--- src/rtl/mix_columns_seq.sv ---
// mix_columns_seq: sequential AES MixColumns engine.
// A 128-bit state is accepted over a valid/ready handshake. One 32-bit column
// is transformed per clock through a shared GF(2^8) column datapath. The
// finished state is then presented over a second valid/ready handshake.
// Optional macro MIX_COLUMNS_INV_EN adds the inv_sel port and InvMixColumns.
// inv_sel is latched on the accept edge.
module mix_columns_seq (
    input  logic         clk,
    input  logic         rst_n,
    input  logic         in_valid,
    output logic         in_ready,
    input  logic [127:0] data_in,
    output logic         out_valid,
    input  logic         out_ready,
    output logic [127:0] data_out
`ifdef MIX_COLUMNS_INV_EN
    ,
    input  logic         inv_sel
`endif
);

    localparam logic [1:0] IDLE = 2'd0;
    localparam logic [1:0] BUSY = 2'd1;
    localparam logic [1:0] DONE = 2'd2;

    logic [1:0]   state;
    logic [1:0]   col;
    logic [127:0] work;
    logic [31:0]  col_in;
    logic [31:0]  col_out;
    logic [6:0]   col_base;

    function automatic logic [7:0] xtime(input logic [7:0] x);
        return {x[6:0], 1'b0} ^ (x[7] ? 8'h1b : 8'h00);
    endfunction

    // One output byte of forward MixColumns, operands already rotated to row r
    function automatic logic [7:0] fwd_byte(input logic [7:0] a0, a1, a2, a3);
        return xtime(a0) ^ xtime(a1) ^ a1 ^ a2 ^ a3;
    endfunction

`ifdef MIX_COLUMNS_INV_EN
    logic mode;

    // One output byte of InvMixColumns: 0e*a0 ^ 0b*a1 ^ 0d*a2 ^ 09*a3
    function automatic logic [7:0] inv_byte(input logic [7:0] a0, a1, a2, a3);
        logic [7:0] p0_2, p0_4, p0_8;
        logic [7:0] p1_2, p1_8;
        logic [7:0] p2_4, p2_8;
        logic [7:0] p3_8;
        p0_2 = xtime(a0);
        p0_4 = xtime(p0_2);
        p0_8 = xtime(p0_4);
        p1_2 = xtime(a1);
        p1_8 = xtime(xtime(p1_2));
        p2_4 = xtime(xtime(a2));
        p2_8 = xtime(p2_4);
        p3_8 = xtime(xtime(xtime(a3)));
        return (p0_8 ^ p0_4 ^ p0_2) ^ (p1_8 ^ p1_2 ^ a1) ^ (p2_8 ^ p2_4 ^ a2) ^ (p3_8 ^ a3);
    endfunction
`endif

    assign col_base  = {col, 5'b00000};
    assign in_ready  = (state == IDLE);
    assign out_valid = (state == DONE);
    assign data_out  = work;

    // Shared column datapath: transform the column currently selected by col
    always_comb begin
        col_in  = work[col_base +: 32];
        col_out = {fwd_byte(col_in[31:24], col_in[7:0],   col_in[15:8],  col_in[23:16]),
                   fwd_byte(col_in[23:16], col_in[31:24], col_in[7:0],   col_in[15:8]),
                   fwd_byte(col_in[15:8],  col_in[23:16], col_in[31:24], col_in[7:0]),
                   fwd_byte(col_in[7:0],   col_in[15:8],  col_in[23:16], col_in[31:24])};
`ifdef MIX_COLUMNS_INV_EN
        if (mode) begin
            col_out = {inv_byte(col_in[31:24], col_in[7:0],   col_in[15:8],  col_in[23:16]),
                       inv_byte(col_in[23:16], col_in[31:24], col_in[7:0],   col_in[15:8]),
                       inv_byte(col_in[15:8],  col_in[23:16], col_in[31:24], col_in[7:0]),
                       inv_byte(col_in[7:0],   col_in[15:8],  col_in[23:16], col_in[31:24])};
        end
`endif
    end

    // Handshake FSM, column counter and working register
    always_ff @(posedge clk or negedge rst_n) begin
        if (!rst_n) begin
            state <= IDLE;
            col   <= 2'd0;
            work  <= '0;
`ifdef MIX_COLUMNS_INV_EN
            mode  <= 1'b0;
`endif
        end else begin
            case (state)
                IDLE: begin
                    if (in_valid) begin
                        work  <= data_in;
                        col   <= 2'd0;
                        state <= BUSY;
`ifdef MIX_COLUMNS_INV_EN
                        mode  <= inv_sel;
`endif
                    end
                end
                BUSY: begin
                    work[col_base +: 32] <= col_out;
                    col                  <= col + 2'd1;
                    if (col == 2'd3) begin
                        state <= DONE;
                    end
                end
                DONE: begin
                    if (out_ready) begin
                        state <= IDLE;
                    end
                end
                default: state <= IDLE;
            endcase
        end
    end

endmodule
--- config.mk ---
export PLATFORM = sky130hd
export DESIGN_NAME = mix_columns_seq
export DESIGN_NICKNAME = d
export VERILOG_FILES = /design/src/rtl/mix_columns_seq.sv
export SDC_FILE = /design/constraint.sdc
export NUM_CORES = 1
export LEC_CHECK = 0
export BUFFER_PORTS_ARGS = -buffer_cell sky130_fd_sc_hd__buf_4
export CAP_MARGIN = 25
export CORE_MARGIN = 3
export CORE_UTILIZATION = 47
export CTS_CLUSTER_DIAMETER = 30
export DETAILED_ROUTE_END_ITERATION = 10
export GPL_ROUTABILITY_DRIVEN = 0
export PLACE_DENSITY = 0.86
export SLEW_MARGIN = 25
export SYNTH_ARGS = -nofsm -noshare
export SYNTH_HDL_FRONTEND = slang
export SYNTH_SLANG_ARGS = --single-unit
--- constraint.sdc ---
create_clock -name clk -period 2.19 [get_ports clk]
set_input_delay 0.1095 -clock clk [delete_from_list [all_inputs] [get_ports clk]]
set_output_delay 0.1095 -clock clk [all_outputs]
set_load 0.02 [all_outputs]
==> flow_summary.yaml <==
logic_synthesis:
  ys_ff_latch: 132
  ys_async_sr_fraction_pct: 100
  synth_area_mm2: 0.00802
  synth.distinct_cells: 31
  yosysWarnings: 0
  synth_cells: 730
  ys_seq_area_share_pct: 41.2
  synth_edf_count: 0
  yosysTopAreaCell: "dfrtp_1"
  synth_flop_cell: "dfrtp_1"
  syn_nets: 866
  synth_top_area_share_pct: 41.2
  synth_area_leaders: "dfrtp_1 (41%), o221ai_1 (14%), nand2_1 (12%), xnor3_1 (8.1%), mux4_2 (7.0%)"
  avgSynthCellArea_um2: 11.0
timing:
  fin_crit_sh_pct: 115
  setup_viol: 128
  fmaxAchievable_mhz: 397
  hold_viol_final: 0
  timing.final.max_slew_violations: 0
  hold_ws_ns: 0.00345
  worst_slew_pin_slew_ns: 0.669
  max_slew_margin_pct: 55.4
  finalWorstSetupSlack_ns: -0.326
  rsz0062_at_grt: "true"
  finClkSkew_ns: 0.0143
  finalCriticalPeriod_ns: 2.52
global_route:
  antenna_found_initial: 0
  grt_max_degree: 81
  grt_pass1_wl_um: 49000
  grt.total_usage_pct: 34.7
  overflow: 0
  grt_pass1_vias: 8722
route:
  ant_nets: 0
  drt_first_pass_iters: 7
  drt-total-wl_um: 34100
  routedWlPerCell_um: 25.3
  vias_per_cell: 6.37
  dr.first_iter.drc_count: 1124
  vias: 8570
  drc: 0
final_layout:
  num-nets-final: 1249
  antennaDiodeCount: 0
  syn_to_final_growth_pct: 59.2
  final_common_cell: "buf_4"
  utilization_pct: 76.7
  final_cell_mix: "buf_4 (316), nand2_1 (261), dfrtp_1 (130)"
  drive_above_1_share_pct: 43.6
worst_setup_path:
  crit_required_ns: 2.52
  critical_path.most_common_cell: "buf_12"
  cp-end-kind: "flop"
  critPathSlowestCell: "mux4_2"
  crit_family: "XOR/XNOR gates"
  path_buf_inv: 2
  crit_type: "reg -> reg"
  worstPathCellList: "buf_12, buf_12, mux4_2, xnor2_1, xnor3_2, o221ai_1"
  crit_path_max_incr_delay_ns: 0.58
  start_kind: "flop"
  worstPathArrival_ns: 2.85
  worstPathMaxFanout: 13
run_status:
  violations: "negative setup slack"
  status: "finished, violations left"
die:
  row_count: 47
  dieArea_mm2: 0.0187
  pin_count: 262
  die_y_um: 137
  start_util_pct: 48.2
  die_x_um: 137
  core_region_area_mm2: 0.0166
place:
  hpwl_um: 20500
  numPortBuffers: 261
  pre_cts_ws_ns: -0.294
cts:
  cts_sinks: 132
  numCtsBuffers: 17
  clk_pin_slew_ns: 0.06
  cts_tree: "built"
  ctsHtreeMaxLevel: 4
  clockRootBuffer: "clkbuf_16"
  clock_latency_ns: 0.44
  cts_max_path_buffers: 2
min_path:
  hold_path.class: "in -> reg"
run:
  cap_violations: 0
[timing repair]
| item | 4_1_cts | 5_1_grt |
|---|---|---|
| gates resized for setup | 56 | 32 |
| cloned | 0 | 0 |
| hold buffers | 93 | 2 |
| pin swaps | 16 | 3 |
| hold endpoints to repair | 156 | 2 |
| buffers inserted | 16 | 4 |
| setup endpoints to repair | 128 | 128 |
[cell type report]
type	count	area (µm²)
tap	220	275
clock inverter	13	181
sequential	132	3310
multi-input combinational	526	4870
inverter	3	11.3
timing repair buffer	433	3660
clock buffer	19	453
fill	896	3880
[sequential cells by signal, summed over array words and instances, names as in the netlist]
signal,count
data_out,128
col,2
state,2
[layer usage]
| layer | track usage [%] | up-vias | wire length (µm) | part of all wire (%) |
|---|---|---|---|---|
| met4 | 16.6 | 0 | 1720 | 5.0 |
| met3 | 8.27 | 172 | 4060 | 12 |
| li1 | - | 3456 | - | - |
| met1 | 43.1 | 4114 | 11600 | 34 |
| met5 | 0 | - | 0 | 0 |
| met2 | 57.5 | 828 | 16700 | 49 |
[path summary, 6_finish.rpt]
kind / slack, ns / depth (start not counted) / startpoint / to
min reg2reg: 0.52 / 2 / data_out[21] / data_out[21]
min in group asynchronous: 0.26 / 2 / rst_n / data_out[98]
min: 0.003 / 3 / data_in[107] / data_out[107]
max reg2reg: -0.33 / 6 / col[0] / data_out[9]
max: -0.33 / 6 / col[0] / data_out[9]
max in group asynchronous: 1.19 / 3 / rst_n / data_out[55]
[worst register-to-register path: stages (launching register included)]
cell and delay, ns:
dfrtp_2 0.42, buf_12 0.19, buf_12 0.13, mux4_2 0.58, xnor2_1 0.29, xnor3_2 0.56, o221ai_1 0.24
[logic make-up (layout without fill, tap and decap cells)]
group / Yosys count / count (layout) / share of synthesized area (%)
mux: 32 / 32 / 9.32
xor+xnor: 79 / 79 / 16.8
flops: 132 / 132 / 41.2
fa+ha+maj: 4 / 4 / 0.624
compound gates: 137 / 137 / 14.8
simple gates: 274 / 274 / 13.1
buf+inv: 72 / 468 / 4.14
[stage by stage]
stage / TNS (ns) / std cells / cell area [µm²]
after detailed placement: -17.99 / 1199 / 10500
after global placement: -13.50 / 1199 / 10500
final: -23.07 / 1346 / 12800
after global routing: -28.95 / 1346 / 12800
after floorplan: -1.55 / 730 / 8080
after CTS: -14.61 / 1340 / 12500
[cells in the mapped netlist, types with 7 or more instances]
| master | n |
|---|---|
| buf_2 | 10 |
| clkbuf_1 | 47 |
| dfrtp_1 | 132 |
| mux4_1 | 7 |
| mux4_2 | 25 |
| nand2_1 | 261 |
| o221ai_1 | 128 |
| xnor2_1 | 12 |
| xnor2_2 | 7 |
| xnor3_1 | 29 |
| xor2_1 | 16 |
| xor3_1 | 12 |
Power is not shown: default switching activity piles up to over one toggle a cycle in this logic, so the estimate is an artifact.
